`src/rtl/top_start_seq.sv`:
```
// Register-domain start/stop/clock-select sequencer for the measurement top.
// Turns request pulses into ordered level controls for crgu.
module top_start_seq #(
  parameter int unsigned CNT_W     = 12,
  parameter int unsigned FIFO_LEAD = 8,
  parameter int unsigned DRAIN_CYC = 16,
  parameter int unsigned CLKSW_CYC = 1024
) (
  input  logic       clk_6p5m_reg,
  input  logic       rst_reg_n,
  input  logic       start_req,
  input  logic       stop_req,
  input  logic       clk_sel_req,
  input  logic       clk_sel_val,
  output logic       rg_top_start,
  output logic       rg_fifo_clk_en,
  output logic       rg_clk_sel,
  output logic       busy,
  output logic [2:0] state,
  output logic       evt_started,
  output logic       evt_stopped,
  output logic       req_err
);

  localparam logic [2:0] ST_IDLE    = 3'd0;
  localparam logic [2:0] ST_FIFO_ON = 3'd1;
  localparam logic [2:0] ST_RUN     = 3'd2;
  localparam logic [2:0] ST_DRAIN   = 3'd3;
  localparam logic [2:0] ST_CLK_SW  = 3'd4;

  localparam logic [CNT_W-1:0] LEAD_LAST  = CNT_W'(FIFO_LEAD - 1);
  localparam logic [CNT_W-1:0] DRAIN_LAST = CNT_W'(DRAIN_CYC - 1);
  localparam logic [CNT_W-1:0] CLKSW_LAST = CNT_W'(CLKSW_CYC - 1);
  localparam logic [CNT_W-1:0] CNT_ONE    = CNT_W'(1);

  logic [2:0]       state_q, state_d;
  logic [CNT_W-1:0] cnt_q, cnt_d;
  logic             top_start_q, top_start_d;
  logic             fifo_clk_en_q, fifo_clk_en_d;
  logic             clk_sel_q, clk_sel_d;
  logic             busy_q, busy_d;
  logic             evt_started_q, evt_started_d;
  logic             evt_stopped_q, evt_stopped_d;
  logic             req_err_q, req_err_d;

  // State register and registered outputs.
  always_ff @(posedge clk_6p5m_reg or negedge rst_reg_n) begin
    if (!rst_reg_n) begin
      state_q       <= ST_IDLE;
      cnt_q         <= '0;
      top_start_q   <= 1'b0;
      fifo_clk_en_q <= 1'b0;
      clk_sel_q     <= 1'b0;
      busy_q        <= 1'b0;
      evt_started_q <= 1'b0;
      evt_stopped_q <= 1'b0;
      req_err_q     <= 1'b0;
    end else begin
      state_q       <= state_d;
      cnt_q         <= cnt_d;
      top_start_q   <= top_start_d;
      fifo_clk_en_q <= fifo_clk_en_d;
      clk_sel_q     <= clk_sel_d;
      busy_q        <= busy_d;
      evt_started_q <= evt_started_d;
      evt_stopped_q <= evt_stopped_d;
      req_err_q     <= req_err_d;
    end
  end

  // Next-state logic; priority is stop > clk_sel > start, losers flag req_err.
  always_comb begin
    state_d       = state_q;
    cnt_d         = cnt_q;
    top_start_d   = top_start_q;
    fifo_clk_en_d = fifo_clk_en_q;
    clk_sel_d     = clk_sel_q;
    evt_started_d = 1'b0;
    evt_stopped_d = 1'b0;
    req_err_d     = 1'b0;

    case (state_q)
      ST_IDLE: begin
        if (stop_req) begin
          req_err_d = clk_sel_req | start_req;
        end else if (clk_sel_req) begin
          req_err_d = start_req;
          if (clk_sel_val != clk_sel_q) begin
            clk_sel_d = clk_sel_val;
            cnt_d     = '0;
            state_d   = ST_CLK_SW;
          end
        end else if (start_req) begin
          fifo_clk_en_d = 1'b1;
          cnt_d         = '0;
          state_d       = ST_FIFO_ON;
        end
      end

      ST_FIFO_ON: begin
        req_err_d = start_req | clk_sel_req;
        if (stop_req) begin
          fifo_clk_en_d = 1'b0;
          cnt_d         = '0;
          state_d       = ST_IDLE;
        end else if (cnt_q == LEAD_LAST) begin
          top_start_d   = 1'b1;
          evt_started_d = 1'b1;
          cnt_d         = '0;
          state_d       = ST_RUN;
        end else begin
          cnt_d = cnt_q + CNT_ONE;
        end
      end

      ST_RUN: begin
        req_err_d = start_req | clk_sel_req;
        if (stop_req) begin
          top_start_d = 1'b0;
          cnt_d       = '0;
          state_d     = ST_DRAIN;
        end
      end

      ST_DRAIN: begin
        req_err_d = start_req | clk_sel_req | stop_req;
        if (cnt_q == DRAIN_LAST) begin
          fifo_clk_en_d = 1'b0;
          evt_stopped_d = 1'b1;
          cnt_d         = '0;
          state_d       = ST_IDLE;
        end else begin
          cnt_d = cnt_q + CNT_ONE;
        end
      end

      ST_CLK_SW: begin
        req_err_d = start_req | clk_sel_req | stop_req;
        if (cnt_q == CLKSW_LAST) begin
          cnt_d   = '0;
          state_d = ST_IDLE;
        end else begin
          cnt_d = cnt_q + CNT_ONE;
        end
      end

      default: begin
        state_d       = ST_IDLE;
        cnt_d         = '0;
        top_start_d   = 1'b0;
        fifo_clk_en_d = 1'b0;
      end
    endcase

    busy_d = (state_d != ST_IDLE);
  end

  assign rg_top_start   = top_start_q;
  assign rg_fifo_clk_en = fifo_clk_en_q;
  assign rg_clk_sel     = clk_sel_q;
  assign busy           = busy_q;
  assign state          = state_q;
  assign evt_started    = evt_started_q;
  assign evt_stopped    = evt_stopped_q;
  assign req_err        = req_err_q;

endmodule

```
`config.mk`:
```
export PLATFORM = sky130hd
export DESIGN_NAME = top_start_seq
export DESIGN_NICKNAME = d
export VERILOG_FILES = /design/src/rtl/top_start_seq.sv
export SDC_FILE = /design/constraint.sdc
export NUM_CORES = 1
export LEC_CHECK = 0
export CORE_MARGIN = 3
export CORE_UTILIZATION = 58
export CTS_CLUSTER_DIAMETER = 50
export DETAILED_ROUTE_END_ITERATION = 10
export GPL_TIMING_DRIVEN = 0
export PLACE_DENSITY_LB_ADDON = 0.15
export SYNTH_ARGS = -nofsm -noshare
export SYNTH_HDL_FRONTEND = slang
export SYNTH_SLANG_ARGS = --single-unit
export TNS_END_PERCENT = 10
```
`constraint.sdc`:
```
create_clock -name clk_6p5m_reg -period 4.45 [get_ports clk_6p5m_reg]
set_input_delay 0.445 -clock clk_6p5m_reg [delete_from_list [all_inputs] [get_ports clk_6p5m_reg]]
set_output_delay 0.445 -clock clk_6p5m_reg [all_outputs]
set_load 0.01 [all_outputs]
```
* Word-level counts from Yosys, hierarchy flattened
Cells that the tools add are included.
Widths: inputs -> output; s select.
** Cells by class
- Bitwise gates (word level) :: 5
- Add/sub/neg operators :: 1
- Eq/ne operators :: 18
- Muxes and demuxes :: 37
- Reduce and logical (&&, ||, !) cells :: 10
** Operators with widths (count)
- $mux 12 :: 9
- $pmux 12 s5 :: 1
- $mux 3 :: 9
- $ne 2x2->1 const B :: 8
- $pmux 3 s5 :: 1
- $mux 1 :: 14
- $add 12x1->12 const B :: 1
- $eq 12x10->1 const B :: 1
- $eq 12x3->1 const B :: 1
- $eq 12x4->1 const B :: 1
- $reduce_and 4->1 :: 3
- $eq 3x2->1 const B :: 2
- $ne 3x3->1 const B :: 2
- $pmux 1 s3 :: 2
- $reduce_and 6->1 :: 1
- $reduce_or 2->1 :: 3
- $pmux 1 s4 :: 1
- $eq 3x1->1 const B :: 1
- $eq 3x3->1 const B :: 1
- $logic_not 3->1 :: 1
- $not 1->1 :: 3
- $reduce_bool 3->1 :: 1
- $reduce_or 3->1 :: 1
- $or 1x1->1 :: 2
- $ne 1x1->1 :: 1
** Storage, ports and cells
- Logic and storage cells :: 80
- Register bits after elaboration :: 22

* Longest topological paths before layout
- Depth in word-level cells :: 6
- Depth in mapped cells :: 7

* Least setup slack after synthesis
No wires, ideal clock.
- Kind :: reg-to-reg
- Start :: register cnt_q[6]
- End :: register cnt_q[1]
- Path slack :: 2.422 ns
- Stages on the path, launching flop included :: 8
- Data arrival time :: 1.907 ns
- Path through :: dfrtp_1 -> buf_6 -> or4_4 -> nor4_1 -> nor3_1 -> buf_6 -> or2_1 -> a22o_1
** Between the ends
- Word-level cells in the longest chain between the ends :: 4
- Elaborated cells between the ends (all ways) :: 8
- Those cells by class :: eq/ne (3); mux (5)
** RTL lines
- start, declared :: line 37 : logic [CNT_W-1:0] cnt_q, cnt_d;
- start signal, assigned :: line 60 : cnt_q <= cnt_d;
- $eq 12x3->1 :: line 106 : end else if (cnt_q == LEAD_LAST) begin
- $mux 12 :: line 106
- $mux 12 :: line 102 : if (stop_req) begin
- $pmux 12 s5 * :: line 82 : case (state_q)
Mark *: on every way between the ends. The rest lies on a longest branch, timed or not.
A chain may end at the register's enable or synchronous reset.

* Worst setup path after layout
- Start :: input port clk_sel_req
- End :: register cnt_q[10]
** Between the ends
- Word-level cells in the longest chain between the ends :: 3
- Elaborated cells between the ends (all ways) :: 6
- Those cells by class :: eq/ne (2); mux (3); reduce/logical (1)
** RTL lines
- start, declared :: line 13 : input logic clk_sel_req,
- $mux 12 :: line 86 : end else if (clk_sel_req) begin
- $mux 12 :: line 84 : if (stop_req) begin
- $pmux 12 s5 :: line 82
Several ways; a longest one is shown, not always the timed one. The select of a mux whose other input is x is not followed.

==> flow_metrics.tcl <==
set metrics [dict create \
    fillers 147 \
    drive_gt1_frac 0.0994 \
    ys_warn_count 0 \
    power_density_nw_per_um2 446 \
    required_ns 4.65 \
    port_buffers 14 \
    yosysSeqAreaShare 0.427 \
    syn_inst 143 \
    timing.rr.end "busy$_DFF_PN0_" \
    crit_end "cnt_q[10]$_DFFE_PN0P_" \
    cp_common_cell "nor2_1" \
    maxCapViolations 0 \
    slowest_delay_ns 0.63 \
    design.die.area_um2 2820 \
    syn-cell-area_um2 1290 \
    arrival_ns 2.60 \
    holdCritPathClass "reg -> reg" \
    cts_root_buffer "clkbuf_4" \
    grt-ovfl-total 0 \
    netlist.area_leader.share 0.427 \
    p_leak_uw 0.000652 \
    core_area_um2 2020 \
    endpoint_kind "flip-flop" \
    clk_latency_ns 0.31 \
    grt_max_degree 23 \
    cts-resized-gates 0 \
    die_w_um 53.1 \
    grt_pass1_wl_mm 4.85 \
    synth_edf_count 0 \
    wl_met2_mm 1.31 \
    r2r_start "cnt_q[0]$_DFFE_PN0P_" \
    dp.cells 184 \
    synth_cell_types 47 \
    multi_input_area_um2 686 \
    cts_sinks 22 \
    synth.avg_cell_area_um2 9.01 \
    critical_path.startpoint "clk_sel_req" \
    finClkSkew_ns 0.00373 \
    drc 0 \
    synthesis.nets 150 \
    status "finished clean" \
    slowest_stage "a2111oi_1" \
    vias 1137 \
    grt_pass1_vias 1069 \
    h-tree-depth 1 \
    grt_setup_unrepaired "false" \
    layout_commonest_cell "dfrtp_1" \
    crit_fanout 10 \
    slew-limit-headroom 0.366 \
    dp_hpwl_mm 1.99 \
    ctsHoldBuffers 0 \
    synth_top_cell_by_area "dfrtp_1" \
    antenna_left 0 \
    netlist_top_cells_area "dfrtp_1, o21ai_0, nor2_1" \
    timing.hold.ws_ns 0.522 \
    cts_tree "yes" \
    wl_per_cell_um 14.7 \
    drt_pass1_iterations 4 \
    pin_count 16 \
    vias_per_cell 6.05 \
    synth_ff_type "dfrtp_1" \
    fin_crit_ns 2.40 \
    wirelength_mm 2.76 \
    ir_drop_mv 0.380 \
    fp-row-count 16 \
    diodes 0 \
    critical_path_class "in -> reg" \
    crit_chain "clkdlybuf4s50_1 > nor2_1 > a2111oi_1 > nor2_1 > clkbuf_1 > o31ai_1 > o21ai_1" \
    gp_congestion 0.922 \
    dr_wl_met3_um 136 \
    r2r_slack_ns 2.19 \
    top_layer "met4" \
    synth.ff_latch_count 22 \
    finalHoldViolations 0 \
    grt_usage 0.235 \
    worst_pin_slew_ns 0.949 \
    cts_buffer_depth 2 \
    die_h_um 53.1 \
    fin_util 0.741 \
    nNetsFinal 169 \
    final_cells 188 \
    setup_tns_ns 0 \
    cts_setup_buffers 0 \
    r2r_cells 6 \
    final_cell_mix "dfrtp_1, nor2_1, clkdlybuf4s50_1" \
    drt-initial-drc-count 49 \
    start_util 0.637 \
    setup_viol 0 \
    crit_path_start_kind "input pin" \
    regArea_um2 551 \
    numCtsBuffers 3 \
    clkTransAtPathRegs_ns 0.12 \
    fmax_ghz 0.416 \
    async_flop_share 1.00 \
    areaGrowthSynthToFinish_pct 16.3 \
    maxSlewViolCount 0 \
    met1_length_mm 1.27 \
    antenna_found_initial 0 \
    timing.final.crit_share 0.540 \
]
[worst max-delay path, delay by kind of cell]
kind,cells,cell delay [ns]
compound gates,3,0.99
buf+inv,2,0.87
simple gates,2,0.30
[worst min path at each step]
stage | to | cells past startpoint | from
final | cnt_q[0]$_DFFE_PN0P_ | 1 | cnt_q[0]$_DFFE_PN0P_
after global routing | cnt_q[0]$_DFFE_PN0P_ | 1 | cnt_q[0]$_DFFE_PN0P_
after CTS | cnt_q[0]$_DFFE_PN0P_ | 1 | cnt_q[0]$_DFFE_PN0P_
after detailed placement | cnt_q[0]$_DFFE_PN0P_ | 1 | cnt_q[0]$_DFFE_PN0P_
after global placement | cnt_q[0]$_DFFE_PN0P_ | 1 | cnt_q[0]$_DFFE_PN0P_
after floorplan | busy$_DFF_PN0_ | 0 | rst_reg_n
[cells in the mapped netlist, types with 2 or more instances]
cell type,n
a21oi_1,5
a22o_1,2
and2_1,4
buf_6,2
clkbuf_1,5
dfrtp_1,22
inv_1,2
nand2_1,10
nand2b_1,3
nand3_1,5
nand3b_1,2
nand4_1,2
nor2_1,16
nor3_1,8
o211ai_1,3
o21ai_0,12
o21ai_1,6
o21bai_1,2
o2bb2ai_1,2
or2_1,2
or2_2,2
[per-stage QoR]
stage / total power, µW / cell area, µm² / setup slack [ns]
2_1_floorplan: 449 / 1290 / 2.42
3_3_place_gp: 550 / 1460 / 1.85
3_5_place_dp: 558 / 1460 / 1.73
4_1_cts: 669 / 1500 / 2.07
5_1_grt: 705 / 1500 / 1.86
6_report: 668 / 1500 / 2.05
[layout make-up]
cell class / count / share of cell area
multi-input combinational: 111 / 0.457
sequential: 22 / 0.367
timing repair buffer: 14 / 0.0935
buffer: 7 / 0.0275
clock buffer: 4 / 0.0242
tap: 27 / 0.0225
inverter: 3 / 0.00751
[registers in the layout, summed over array words and instances (netlist names)]
| signal | flops |
|---|---|
| rg_clk_sel | 1 |
| busy | 1 |
| evt_stopped | 1 |
| rg_fifo_clk_en | 1 |
| cnt_q | 12 |
| state | 3 |
| evt_started | 1 |
| rg_top_start | 1 |
| req_err | 1 |
[routing by layer]
| layer | track usage | up-vias |
|---|---|---|
| met5 | 0 | - |
| met4 | 0.0766 | 0 |
| met3 | 0.0254 | 5 |
| met2 | 0.384 | 33 |
| met1 | 0.323 | 542 |
| li1 | - | 557 |
[cells by family after synthesis]
group / Yosys count / synth area share
xor gates and xnor gates: 1 / 0.00680
adders and majority gates: 1 / 0.00971
AOI/OAI and AO/OA: 41 / 0.213
and+or+nand+nor: 67 / 0.294
muxes: 1 / 0.00874
buffers and inverters: 10 / 0.0408
DFF: 22 / 0.427
[power breakdown]
group	internal, µW	leakage [µW]	switching, µW
clock	50.0	0.0000210	60.6
sequential	237	0.000294	36.0
combinational	128	0.000337	156
Note: power is estimated with default switching activity, not from simulation.
==> RTL edit 1: new RTL, same settings <==
Change the parameter `CNT_W` from 12 to 8.
--- a/src/rtl/top_start_seq.sv
+++ b/src/rtl/top_start_seq.sv
@@ -3,3 +3,3 @@
 module top_start_seq #(
-  parameter int unsigned CNT_W     = 12,
+  parameter int unsigned CNT_W     = 8,
   parameter int unsigned FIFO_LEAD = 8,
Check against the original RTL: no difference found for any inputs over 10 cycles, from zero or initial values and one cycle with rst_reg_n low; that may be too few to reach the edited logic, so the function may still have changed.
==> RTL edit 1 against the unedited design <==
Design area down 20%. Sequential power down 16%. Routed wire length down 26%. Maximum frequency up 19%. Sequential cell count down 4. Power down 12%. Setup slack better by 0.39 ns. Synthesized area down 23%. Largest power group unchanged.
==> RTL edit 1: results (changes against the unedited design) <==
status=finished, final reports clean; GRT Total Usage=0.208 (-0.0265); Post-Syn Nets=113 (-25%); Critical Path AT=2.21 ns (-0.39 ns); HPWL after DPL=1.53 mm (-23%); WHS Endpoint=rg_top_start$_DFFE_PN0P_; layout cells sized above 1=0.104 (+0.00462); RR Endpoint=cnt_q[5]$_DFFE_PN0P_; initial drt markers=20 (-59%); clock slew at reported path FFs=0.10 ns (-0.02 ns); worst hold margin=0.521 ns (-0.000329 ns); filler cell count=121 (-18%); r2r setup slk=2.44 ns (+0.25 ns); largest net degree at the start of global routing=19 (-17%); nets=133 (-21%); max reg flops=8 (-4); DR vias=850 (-25%); Setup CP Type=reg -> reg; reg-to-reg startpoint=cnt_q[4]$_DFFE_PN0P_; post-synthesis cell type count=35 (-26%); sequential cell area fraction in the yosys report=0.456 (+0.0285); global-route wire length before repair=3.27 mm (-33%); leakage=0.562 nW (-14%); IO Port Bufs=15 (+1); Critical-path top delay cell=or4_4; hold_sp=rg_top_start$_DFFE_PN0P_; slowest stage delay, CP=0.59 ns (-0.04 ns); max_slew headroom=0.493 (+0.127); cell area after placement=1160 sq um (-21%); Max VDD drop=0.328 mV (-14%); gpl congestion=0.897 (-2.7%); wirelength, routed=2.03 mm (-26%); synth top area cells=dfrtp_1, nor2_1, a22o_1; vias in the first global route=768 (-28%)
[RTL edit 1: power breakdown]
part,internal [mW],switching [mW]
sequential,0.200,0.0304
clock,0.0500,0.0525
combinational,0.124,0.129
[RTL edit 1: final cells by class]
type	count	area (sq um)	area share
Multi-Input combinational cell	77	489	0.409
Sequential cell	18	450	0.377
Timing Repair Buffer	15	150	0.126
Clock buffer	4	36.3	0.0304
Buffer	5	26.3	0.0220
Inverter	6	22.5	0.0188
Tap cell	16	20.0	0.0168
[RTL edit 1: routing by layer]
metal,vias up,track usage,part of all wire
met5,-,0,0
met4,0,0.0829,0.017
met3,5,0.0345,0.038
met2,24,0.329,0.46
met1,398,0.282,0.48
li1,423,-,-
[RTL edit 1: per-stage QoR]
stage / cells / utilization
6_report: 141 / 0.766
5_1_grt: 141 / 0.766
4_1_cts: 141 / 0.766
3_5_place_dp: 137 / 0.743
3_3_place_gp: 137 / 0.743
2_1_floorplan: 106 / -
[RTL edit 1: worst reg2reg max path: cells and delay by family, from the launching register on]
kind / cells / cell delay (ns)
and+or+nand+nor: 1 / 0.60
AOI/OAI and AO/OA: 4 / 0.73
DFF: 1 / 0.44
buffers and inverters: 1 / 0.16
[RTL edit 1: logic make-up (layout without fill, tap and decap cells)]
group                    count (synthesis)  count (layout)  synth area share
adder cells (fa/ha/maj)                  1               1            0.0127
multiplexers                             2               2            0.0228
flip-flops                              18              18             0.456
XOR/XNOR                                 2               2            0.0177
AND/OR/NAND/NOR                         40              40             0.203
AO/OA/AOI/OAI                           32              32             0.239
buffers and inverters                   11              30            0.0494
==> RTL edit 2: new RTL, same flow settings <==
Made on the original files. Add an input register stage for `start_req` and `stop_req`, cleared by the reset; this delays them by one clock.
--- a/src/rtl/top_start_seq.sv
+++ b/src/rtl/top_start_seq.sv
@@ -34,2 +34,15 @@
   localparam logic [CNT_W-1:0] CNT_ONE    = CNT_W'(1);
+
+  logic start_req_q;
+  logic stop_req_q;
+
+  always_ff @(posedge clk_6p5m_reg or negedge rst_reg_n) begin
+    if (!rst_reg_n) begin
+      start_req_q <= '0;
+      stop_req_q  <= '0;
+    end else begin
+      start_req_q <= start_req;
+      stop_req_q  <= stop_req;
+    end
+  end
 
@@ -83,6 +96,6 @@
       ST_IDLE: begin
-        if (stop_req) begin
-          req_err_d = clk_sel_req | start_req;
+        if (stop_req_q) begin
+          req_err_d = clk_sel_req | start_req_q;
         end else if (clk_sel_req) begin
-          req_err_d = start_req;
+          req_err_d = start_req_q;
           if (clk_sel_val != clk_sel_q) begin
@@ -92,3 +105,3 @@
           end
-        end else if (start_req) begin
+        end else if (start_req_q) begin
           fifo_clk_en_d = 1'b1;
@@ -100,4 +113,4 @@
       ST_FIFO_ON: begin
-        req_err_d = start_req | clk_sel_req;
-        if (stop_req) begin
+        req_err_d = start_req_q | clk_sel_req;
+        if (stop_req_q) begin
           fifo_clk_en_d = 1'b0;
@@ -116,4 +129,4 @@
       ST_RUN: begin
-        req_err_d = start_req | clk_sel_req;
-        if (stop_req) begin
+        req_err_d = start_req_q | clk_sel_req;
+        if (stop_req_q) begin
           top_start_d = 1'b0;
@@ -125,3 +138,3 @@
       ST_DRAIN: begin
-        req_err_d = start_req | clk_sel_req | stop_req;
+        req_err_d = start_req_q | clk_sel_req | stop_req_q;
         if (cnt_q == DRAIN_LAST) begin
@@ -137,3 +150,3 @@
       ST_CLK_SW: begin
-        req_err_d = start_req | clk_sel_req | stop_req;
+        req_err_d = start_req_q | clk_sel_req | stop_req_q;
         if (cnt_q == CLKSW_LAST) begin
Function: changed (a bounded check fails within 4 cycles, from zero or initial values and one cycle with rst_reg_n low).
==> RTL edit 2 against the unedited design <==
Routed wire length increased by 13%. Synthesized area increased by 3.1%. Design area increased by 3.3%. Setup slack improved by 0.14 ns. Highest routed layer unchanged. Register-to-register slack about the same. Worst hold slack improved by 0.0016 ns. Sequential cell count increased by 2. Combinational power increased by 5%. Power increased by 4.6%.
==> RTL edit 2: results (changes against the unedited design) <==
Critical Path AT=2.46 ns (-0.14 ns); layout cells sized above 1=0.0694 (-0.0300); r2r setup slk=2.19 ns (about the same); status=finished, final reports clean; Avg Synthesized Cell Area=8.63 sq um (-4.3%); WHS Endpoint=cnt_q[0]$_DFFE_PN0P_; post-synthesis cell type count=36 (-23%); nets=181 (+7.1%); HPWL after DPL=2.27 mm (+14%); Ys Warns=0 (unchanged); average vias per placed instance=6.20 (+2.4%); Post-Syn Nets=161 (+7.3%); actual slew at the worst max-slew pin=1.03 ns (+0.0851 ns); Cells after DPL=196 (+6.5%); initial antenna violation count=0 (unchanged); Post-synth top cells=dfrtp_1, nand2_1, nor2_1, o21ai_0, nor3_1; postcts setup bufs=0 (unchanged); filler cell count=162 (+10%); gpl congestion=0.902 (-2.2%); worst r2r path cells=7 (+1); skew final=0.00597 ns (+0.00224 ns); Critical-path top delay cell=dfrtp_1; sequential cell area fraction in the yosys report=0.452 (+0.0248); cell area after placement=1510 sq um (+3.4%); CTS buffer count=3 (unchanged); leakage=0.667 nW (+2.2%); slowest stage delay, CP=0.41 ns (-0.22 ns); synth top area cells=dfrtp_1, nand2_1, nor2_1; GRT Total Usage=0.238 (+0.00294); DR WL/cell=15.6 um (+5.9%); initial drt markers=46 (-6.1%); Clock Tree Root=clkbuf_4; CTS max path bufs=2 (unchanged); largest net degree at the start of global routing=25 (+8.7%); wirelength, routed=3.11 mm (+13%); pre-CTS WS=2.04 ns (+0.311 ns); ys async rst share=1.00 (unchanged); Hold Path Stages=1 (unchanged); global-route wire length before repair=5.01 mm (+3.3%); IO Port Bufs=15 (+1); Max VDD drop=0.299 mV (-21%)
==> RTL edit 2: changes by cell type after synthesis, sizes merged, moves of 3 or more <==
cell	unedited run	this run
nand2	10	19
o21ai	18	11
a31oi	0	4
inv	3	7
o22ai	1	4
==> RTL edit 2: cells by family after synthesis <==
| group | share of synthesized area |
|---|---|
| adders and majority gates | 0.00941 |
| DFF | 0.452 |
| xor gates and xnor gates | 0.0198 |
| buffers and inverters | 0.0461 |
| and+or+nand+nor | 0.285 |
| muxes | 0.00847 |
| AOI/OAI and AO/OA | 0.179 |
==> RTL edit 2: area by class of cell <==
class	count	share of cell area
plain buffers	7	0.0226
clock buffers	4	0.0234
inverters	7	0.0170
multi-input cells	116	0.431
flip-flops and latches	24	0.388
well taps	27	0.0218
repair buffers	15	0.0969
==> RTL edit 2: metal layers <==
| metal | part of all wire | up-vias | routed length [um] | GRT usage |
|---|---|---|---|---|
| met5 | 0 | - | 0 | 0 |
| met3 | 0.060 | 8 | 187 | 0.0332 |
| met4 | 0.017 | 0 | 53 | 0.106 |
| met2 | 0.52 | 56 | 1620 | 0.427 |
| met1 | 0.40 | 592 | 1250 | 0.277 |
| li1 | - | 583 | - | - |
==> RTL edit 2: through the flow <==
| stage | hold WS (ns) | util |
|---|---|---|
| global placement | 0.482 | 0.734 |
| detailed placement | 0.502 | 0.734 |
| global route | 0.557 | 0.751 |
| CTS | 0.520 | 0.751 |
| floorplan | 0.149 | - |
| finish | 0.523 | 0.751 |
==> RTL edit 2: how the worst max path moves through the flow <==
stage	from	endpoint	slack (ns)	cells past startpoint
after floorplan	cnt_q[0]$_DFFE_PN0P_	busy$_DFF_PN0_	2.40	7
after global placement	clk_sel_val	cnt_q[10]$_DFFE_PN0P_	2.07	6
after detailed placement	clk_sel_val	cnt_q[10]$_DFFE_PN0P_	2.04	6
after CTS	cnt_q[0]$_DFFE_PN0P_	busy$_DFF_PN0_	2.21	7
after global routing	cnt_q[0]$_DFFE_PN0P_	busy$_DFF_PN0_	2.10	7
final	cnt_q[0]$_DFFE_PN0P_	busy$_DFF_PN0_	2.19	7
==> RTL edit 2: worst max-delay path: cells and delay by family (launching register included) <==
| kind | cells | cell delay [ns] |
|---|---|---|
| fa+ha+maj | 1 | 0.29 |
| simple gates | 3 | 0.72 |
| buf+inv | 1 | 0.15 |
| compound gates | 2 | 0.58 |
| flops | 1 | 0.41 |
==> RTL edit 2: power breakdown <==
| group | switching (mW) | internal, mW |
|---|---|---|
| Clock | 0.0609 | 0.0499 |
| Sequential | 0.0306 | 0.260 |
| Combinational | 0.165 | 0.133 |
